### src/rtl/freq_meter_pkg.sv
// freq_meter_pkg
//   Shared constants for the frequency meter: FSM state encodings and the
//   default gate length (one second of a 50 MHz system clock). The gate
//   constant is the same value the clock divider uses for its 1 Hz tick.
package freq_meter_pkg;

  localparam logic [0:0] ST_IDLE    = 1'b0;
  localparam logic [0:0] ST_MEASURE = 1'b1;

  localparam int unsigned GATE_1S_50MHZ = 32'd50_000_000;

endpackage

### src/rtl/sync_edge.sv
// sync_edge
//   Two-flop synchronizer followed by a history flop, producing a one-cycle
//   rise pulse for an asynchronous input. Reusable for buttons and other
//   async inputs. All flops clear to 0 on clr.
// Ports:
//   clk  - system clock
//   clr  - synchronous active-high reset
//   din  - asynchronous input
//   rise - high for one cycle when the synchronized input goes 0 -> 1
module sync_edge (
  input  logic clk,
  input  logic clr,
  input  logic din,
  output logic rise
);

  logic s1;
  logic s2;
  logic s3;

  always_ff @(posedge clk) begin
    if (clr) begin
      s1 <= 1'b0;
      s2 <= 1'b0;
      s3 <= 1'b0;
    end else begin
      s1 <= din;
      s2 <= s1;
      s3 <= s2;
    end
  end

  assign rise = s2 & ~s3;

endmodule

### src/rtl/freq_meter.sv
// freq_meter
//   Counts rising edges of sig_in over a gate window of GATE_CYCLES clocks and
//   publishes the result with a one-cycle valid strobe. Single-shot on start,
//   or back-to-back windows while cont is held high.
// Ports:
//   clk    - system clock
//   clr    - synchronous active-high reset, overrides everything
//   start  - level request to open a window (ignored while busy)
//   cont   - continuous mode, sampled at each window end
//   sig_in - asynchronous signal under test
//   busy   - window open
//   count  - edges counted in the last completed window (held)
//   valid  - one-cycle pulse when count/ovf update
//   ovf    - edge counter saturated in the window that produced count
//
//   state      | meaning
//   -----------+---------------------------------------------
//   ST_IDLE    | no window open, waiting for start
//   ST_MEASURE | gate window open, counting synchronized rises
module freq_meter
  import freq_meter_pkg::*;
#(
  parameter int unsigned GATE_CYCLES = GATE_1S_50MHZ,
  parameter int unsigned CNT_W       = 32
) (
  input  logic             clk,
  input  logic             clr,
  input  logic             start,
  input  logic             cont,
  input  logic             sig_in,
  output logic             busy,
  output logic [CNT_W-1:0] count,
  output logic             valid,
  output logic             ovf
);

  localparam int unsigned GW = $clog2(GATE_CYCLES);
  localparam logic [GW-1:0] GATE_LAST = GW'(GATE_CYCLES - 1);

  logic [0:0]       state;
  logic [GW-1:0]    gate_cnt;
  logic [CNT_W-1:0] edge_cnt;
  logic [CNT_W-1:0] edge_nxt;
  logic             sat;
  logic             sat_nxt;
  logic             rise;
  logic             win_end;

  // Final window result, staged one cycle so the window-end cycle's own
  // edge is included before count/valid are presented.
  logic [CNT_W-1:0] fin_cnt;
  logic             fin_sat;
  logic             fin_pend;

  sync_edge u_sync (
    .clk  (clk),
    .clr  (clr),
    .din  (sig_in),
    .rise (rise)
  );

  // Saturating increment: at all-ones the counter holds and sat latches.
  always_comb begin
    edge_nxt = edge_cnt;
    sat_nxt  = sat;
    if (rise) begin
      if (&edge_cnt) begin
        sat_nxt = 1'b1;
      end else begin
        edge_nxt = edge_cnt + CNT_W'(1);
      end
    end
  end

  assign win_end = (state == ST_MEASURE) && (gate_cnt == GATE_LAST);
  assign busy    = (state == ST_MEASURE);

  always_ff @(posedge clk) begin
    if (clr) begin
      state    <= ST_IDLE;
      gate_cnt <= '0;
      edge_cnt <= '0;
      sat      <= 1'b0;
      fin_cnt  <= '0;
      fin_sat  <= 1'b0;
      fin_pend <= 1'b0;
      count    <= '0;
      ovf      <= 1'b0;
      valid    <= 1'b0;
    end else begin
      fin_pend <= 1'b0;
      valid    <= fin_pend;
      if (fin_pend) begin
        count <= fin_cnt;
        ovf   <= fin_sat;
      end

      case (state)
        ST_IDLE: begin
          if (start) begin
            state    <= ST_MEASURE;
            gate_cnt <= '0;
            edge_cnt <= '0;
            sat      <= 1'b0;
          end
        end
        ST_MEASURE: begin
          if (win_end) begin
            fin_cnt  <= edge_nxt;
            fin_sat  <= sat_nxt;
            fin_pend <= 1'b1;
            // Restart immediately so continuous windows abut with no gap.
            gate_cnt <= '0;
            edge_cnt <= '0;
            sat      <= 1'b0;
            if (!cont) begin
              state <= ST_IDLE;
            end
          end else begin
            gate_cnt <= gate_cnt + GW'(1);
            edge_cnt <= edge_nxt;
            sat      <= sat_nxt;
          end
        end
        default: state <= ST_IDLE;
      endcase
    end
  end

endmodule

### config.mk
export PLATFORM = sky130hd
export DESIGN_NAME = freq_meter
export DESIGN_NICKNAME = d
export VERILOG_FILES = /design/src/rtl/freq_meter_pkg.sv /design/src/rtl/sync_edge.sv /design/src/rtl/freq_meter.sv
export SDC_FILE = /design/constraint.sdc
export NUM_CORES = 1
export LEC_CHECK = 0
export ABC_AREA = 0
export CORE_UTILIZATION = 42
export DETAILED_ROUTE_END_ITERATION = 12
export GPL_ROUTABILITY_DRIVEN = 1
export PLACE_DENSITY = 0.68
export SLEW_MARGIN = 25
export SYNTH_ARGS = -nofsm -noshare
export SYNTH_HDL_FRONTEND = slang
export SYNTH_HIERARCHICAL = 1
export SYNTH_SLANG_ARGS = --single-unit
### constraint.sdc
create_clock -name clk -period 2.16 [get_ports clk]
set_clock_uncertainty 0.2 [all_clocks]
set_input_delay 0.216 -clock clk [delete_from_list [all_inputs] [get_ports clk]]
set_output_delay 0.216 -clock clk [all_outputs]
set_load 0.03 [all_outputs]
==> results of run 1 <==
layer usage:
metal  wire length (microns)  GRT usage  up-vias
li1                        -          -     2897
met1                    7880      0.288     2934
met2                    9090      0.401      171
met3                     705     0.0473       57
met4                     637      0.112        0
met5                       0          0        -
registers in the layout (all words and copies together) (netlist names):
signal and flops:
fin_sat 1, ovf 1, u_sync/s3 1, sat 1, count 32, u_sync/s2 1, fin_pend 1, busy 1
valid 1, fin_cnt 32, u_sync/s1 1, edge_cnt 32, gate_cnt 26
power groups by stage:
| stage | logic (mW) | registers (mW) | clock network [mW] |
|---|---|---|---|
| floorplan | 0.125 | 2.48 | 0 |
| global placement | 0.213 | 2.48 | 0 |
| detailed placement | 0.217 | 2.48 | 0 |
| CTS | 0.239 | 2.42 | 3.20 |
| global route | 0.310 | 2.42 | 3.30 |
| finish | 0.291 | 2.42 | 3.16 |
through the flow:
stage,instances,TNS [ns]
2_1_floorplan,692,-0.0171
3_3_place_gp,990,-1.16
3_5_place_dp,990,-3.60
4_1_cts,1032,-0.555
5_1_grt,1059,-3.40
6_report,1059,-0.616
tightest hold or removal path: cells and delay by family:
kind                   cells  cell delay, ns
buffers and inverters      2            0.45
AOI/OAI and AO/OA          1            0.05
area by class of cell:
class                      instances  area [sq um]  share of cell area
tap                              180           225              0.0245
clock buffer                      24           503              0.0548
inverter                          12          45.0             0.00491
clock inverter                     8           145              0.0158
timing repair buffer             199          1850               0.201
multi-input combinational        505          3740               0.407
sequential                       131          2670               0.291
worst paths after layout:
check | start | end | slack (ns) | cells past startpoint
worst max-delay path | edge_cnt[2] | edge_cnt[28] | -0.09 | 8
worst min-delay path | cont | busy | 0.14 | 3
worst max register to register | edge_cnt[2] | edge_cnt[28] | -0.09 | 8
worst min register to register | u_sync/s1 | u_sync/s2 | 0.24 | 1
cells by family (layout without fill, tap and decap cells):
kind of cell / after synthesis / after routing
AND/OR/NAND/NOR: 261 / 262
AO/OA/AOI/OAI: 174 / 174
flip-flops: 131 / 131
buffers and inverters: 57 / 243
multiplexers: 37 / 37
XOR/XNOR: 30 / 30
adder cells (fa/ha/maj): 2 / 2
layout by cell type (no fill, tap or decap), types with 12 or more instances in the layout:
cell type,instances
nand2_1,41
clkdlybuf4s50_1,38
o21ai_0,15
dfxtp_2,17
buf_4,127
a211oi_1,20
a21oi_1,29
xnor2_1,16
inv_1,12
o21ai_1,19
a31oi_1,22
a311oi_1,13
mux2i_1,35
buf_6,20
nor2_1,81
dfxtp_1,106
nand3_1,18
clkbuf_16,21
a211oi_2,16
nand4_1,16
timing repair:
action	in CTS	in global routing
endpoints found under the setup margin	53	81
gates cloned	1	5
buffers inserted	9	22
hold buffers	1	0
pin swaps	30	62
hold endpoints to repair	5	0
gates resized for setup	57	110
==> impl_results.md, run 1 <==
- Outcome: finished, violations left
- Violated checks: setup timing
- DRT iter0 DRCs: 430
- # DRC: 0
- Drt via density: 5.72
- CP cell instances: and4_4, nand4_1, buf_6, a2111oi_4, buf_4, and3_4, nand2b_4, a31oi_1
- Crit path max-delay family: simple AND/OR/NAND/NOR gates
- Post-synth EDFFs: 0
- LEAKAGE: 3.20 nW
- Seq cells post-synth: 131
- Final Util: 0.658
- Clk sinks: 131
- GPL Wtd Cong: 0.931
- CTS max path bufs: 2
- Slew margin rel.: 0.457
- Placed cell areas: 0.00753 sq mm
- Sequential power share: 0.412
- Post-Syn Area: 0.00601 sq mm
- Yosys warnings: 6
- Adder-Cell Fraction of Synth Area: 0.00417
- Buffers and inverters on the worst path: 2
- CTS root buffer: clkbuf_16
- Crit start category: register
- Tmin final: 2.25 ns
- Synth top area cells: dfxtp_1 44%, mux2i_1 5.8%, nor2_1 5.6%
- Worst-Margin Slew: 0.815 ns
- Max VDD drop: 576 uV
- Setup WS pre-CTS: -0.188 ns
- Final worst-path cycle share: 1.04
- Die H: 122 microns
- Syn_area_per_cell: 8.68 sq um
- Tot GR Track Use: 0.237
- Final Max Tran Viols: 0
- Synth Area in Simple Gates: 0.224
- Max Freq: 445 MHz
- # rows: 43
- Pwr dens: 640 mW/mm^2
- Wirelength, routed: 18300 microns
- Total Power: 5.87 mW
- Die Area: 0.0148 sq mm
- Internal power: 4.62 mW
- Tightest Hold Check Type: input pin to register
- Final setup fails: 22
- Crit path largest cell delay: 0.36 ns
- Final-layout fill cell count: 1048
- Compound-Gate Fraction of Synth Area: 0.191
- Routed len/inst: 17.3 microns
- CTS buffer count: 17
- Routed vias: 6059
- Largest fanout of any net on the critical path: 4
- Clock latency on the worst-skew pair: 0.43 ns
- Mux cell area share after synthesis: 0.0621
- First-pass GRT wire length: 27300 microns
- Crit path DAT: 2.32 ns
- RSZ-0062 raised after global routing: true
- CTS H-Tree Depth: 4
- Worst Setup End Kind: register
- Post-synth top cells: 131 x dfxtp_1, 89 x nor2_1, 44 x nand2_1
- Initial antenna violation count: 0
- Drt pass-1 iters: 5
- Psw: 1.25 mW
- Kind of critical path: register to register
- Antenna cells: 0
- TritonCTS clock tree: built
- Final hold violation count: 0
- Hpwl dp: 11100 microns
- Async SR Flop Fraction: 0
- # nets final: 873
- Slowest library cell on the worst path: dfxtp_4
- Crit path required time: 2.24 ns
- # IOs: 40
- Post-route ant nets: 0
- Vias in the first global route: 5675
- Synth area leader: dfxtp_1
- IO Port Bufs: 39
- Cell count after synthesis: 692
- Syn_nets: 699
- Pin count of the biggest net entering global routing: 72
- Xor/xnor share of the synthesized area: 0.0438
- Design area: 0.00918 sq mm
- Ys flop type: dfxtp_1
- Core ar.: 0.0139 sq mm
- Synth top area share: 0.437
- Comb pwr share: 0.050
- Layout cells sized above 1: 0.373
- Clock Power Share: 0.538
- Net Sw Frac: 0.213
- Hold Slack: 0.140 ns
- Clk slew on worst S/H paths: 0.06 ns
- Post-synthesis sequential area ratio: 0.437
- Max Cap Viol: 0
- Library cells used by synthesis: 59
- Setup ws final: -0.0867 ns
- Area Overhead vs Synth: 52.8%
- Grt total ovfl: 0
- Largest family of logic cells by synthesized area: simple AND/OR/NAND/NOR gates
- Initial Utilization: 0.431
- Die W: 122 microns
- Count leader, synth: dfxtp_1
Note: power is estimated with default switching activity, not from simulation.
==> run 2, diff against run 1 <==
==> constraint.sdc (replaced) <==
create_clock -name clk -period 2.16 [get_ports clk]
set_clock_uncertainty 0.2 [all_clocks]
set_input_delay 0.216 -clock clk [delete_from_list [all_inputs] [get_ports clk]]
set_output_delay 0.216 -clock clk [all_outputs]
set_load 0.01 [all_outputs]
==> run 2 against run 1 <==
The flow still finishes with violations (setup timing). Final cell count shrank 1.7%. Total power shrank 9.7%. Sequential share of layout area grew 1.4 points. Via count shrank 3.5%. Critical path type unchanged.
==> impl_results.md, run 2 (synthesis results as in run 1) <==
- Final worst-path cycle share: 1.03
- Drt via density: 5.62
- Area Overhead vs Synth: 46.7%
- Pin count of the biggest net entering global routing: 39
- Crit path DAT: 2.31 ns
- Initial Utilization: 0.431
- Routed len/inst: 16.6 microns
- CTS buffer count: 17
- Hold Slack: 0.138 ns
- Routed vias: 5847
- Max Freq: 448 MHz
- Crit start category: register
- Commonest non-fill, non-tap cell in the layout: buf_4
- Clock Power Share: 0.498
- Core ar.: 0.0139 sq mm
- Antenna cells: 0
- Die Area: 0.0148 sq mm
- LEAKAGE: 3.07 nW
- CTS root buffer: clkbuf_16
- TritonCTS clock tree: built
- CP cell instances: and3_4, and4b_2, buf_6, a2111oi_4, and3_4, nand2b_4, a31oi_1
- Pwr dens: 601 mW/mm^2
- Slew margin rel.: 0.609
- Psw: 1.22 mW
- Worst-Margin Slew: 0.586 ns
- GPL Wtd Cong: 0.914
- Post-route ant nets: 0
- # IOs: 40
- Wirelength, routed: 17300 microns
- Final Max Tran Viols: 0
- DRT iter0 DRCs: 373
- Tot GR Track Use: 0.228
- Design area: 0.00881 sq mm
- Clk sinks: 131
- Grt total ovfl: 0
- Crit path max-delay family: simple AND/OR/NAND/NOR gates
- Internal power: 4.08 mW
- Placed cells: 976
- Setup ws final: -0.0730 ns
- Initial antenna violation count: 0
- Largest registers: count (32), edge_cnt (32), fin_cnt (32)
- Outcome: finished, violations left
- Kind of critical path: register to register
- Clock latency on the worst-skew pair: 0.43 ns
- First-pass GRT wire length: 26300 microns
- # nets final: 855
- # rows: 43
- Die H: 122 microns
- Drt pass-1 iters: 5
- Violated checks: setup timing
- Largest fanout of any net on the critical path: 4
- IO Port Bufs: 39
- Crit path largest cell delay: 0.49 ns
- FF/Latch Area: 0.00269 sq mm
- Worst Setup End Kind: register
- Setup WS pre-CTS: -0.132 ns
- Hpwl dp: 10800 microns
- Layout cells sized above 1: 0.346
- Tightest Hold Check Type: input pin to register
- Vias in the first global route: 5428
- Slowest library cell on the worst path: a2111oi_4
- CP dominant cell by count: and3_4
- Die W: 122 microns
- Final setup fails: 13
- Max Cap Viol: 0
- Sequential power share: 0.457
- Net Sw Frac: 0.230
- # DRC: 0
- Tmin final: 2.23 ns
- Max VDD drop: 506 uV
- CTS max path bufs: 2
- Comb pwr share: 0.045
- Area of the multi-input gates: 0.00363 sq mm
- Most frequent cells in the layout: 113 x buf_4, 94 x dfxtp_1, 82 x nor2_1
- Placed cell areas: 0.00740 sq mm
- RSZ-0062 raised after global routing: true
- Final-layout fill cell count: 1076
- Clk slew on worst S/H paths: 0.06 ns
- CTS H-Tree Depth: 4
- Non-Filler Instances: 1041
- Final hold violation count: 0
- Crit path required time: 2.24 ns
- Buffers and inverters on the worst path: 1
==> run 2: cell count changes in the layout (fill, tap and decap cells not counted), moves of 4 or more <==
cell / before / now
a211oi_1: 20 / 25
a211oi_2: 16 / 10
a21oi_1: 29 / 38
a21oi_2: 11 / 2
buf_4: 127 / 113
bufinv_16: 4 / 0
dfxtp_1: 106 / 94
dfxtp_2: 17 / 30
o21ai_0: 15 / 25
o21ai_1: 19 / 11
==> run 2: worst paths after layout <==
path,endpoint,slack [ns],startpoint,cells past startpoint
worst max-delay path,edge_cnt[28],-0.07,edge_cnt[16],7
worst max register to register,edge_cnt[28],-0.07,edge_cnt[16],7
worst min register to register,u_sync/s2,0.23,u_sync/s1,1
worst min-delay path,busy,0.14,cont,3
==> run 2: tightest hold or removal path, delay by kind of cell <==
family / cells / cell delay [ns]
buf+inv: 2 / 0.44
compound gates: 1 / 0.06
==> run 2: area by class of cell <==
| cell class | count | area share |
|---|---|---|
| Timing Repair Buffer | 182 | 0.191 |
| Sequential cell | 131 | 0.305 |
| Inverter | 12 | 0.00511 |
| Tap cell | 180 | 0.0256 |
| Clock inverter | 9 | 0.00611 |
| Clock buffer | 23 | 0.0554 |
| Multi-Input combinational cell | 504 | 0.412 |
==> run 2: timing repair <==
item                                    4_1_cts  5_1_grt
gates cloned                                  0        4
endpoints found under the setup margin       34       72
gates resized for setup                      22      129
pin swaps                                     8       48
hold buffers                                  1        0
setup buffers                                 5       26
hold endpoints to repair                      8        0
==> run 2: stage by stage <==
step | utilization | power [mW] | setup TNS, ns
after floorplan | - | 2.60 | -0.0319
after global placement | 0.531 | 2.68 | -0.664
after detailed placement | 0.531 | 2.68 | -1.61
after CTS | 0.578 | 5.32 | -0.307
after global routing | 0.632 | 5.48 | -2.54
final | 0.632 | 5.30 | -0.597
==> run 2: routing by layer <==
layer | track usage | vias to the layer above | wire (microns)
li1 | - | 2862 | -
met1 | 0.283 | 2807 | 7920
met2 | 0.373 | 144 | 8370
met3 | 0.0492 | 34 | 641
met4 | 0.110 | 0 | 355
met5 | 0 | - | 0
==> run 2: power by group through the flow <==
| stage | sequential, mW | combinational, mW | clock (mW) |
|---|---|---|---|
| detailed placement | 2.48 | 0.207 | 0 |
| finish | 2.42 | 0.241 | 2.64 |
| global route | 2.42 | 0.259 | 2.80 |
| floorplan | 2.48 | 0.125 | 0 |
| CTS | 2.42 | 0.211 | 2.68 |
| global placement | 2.48 | 0.202 | 0 |
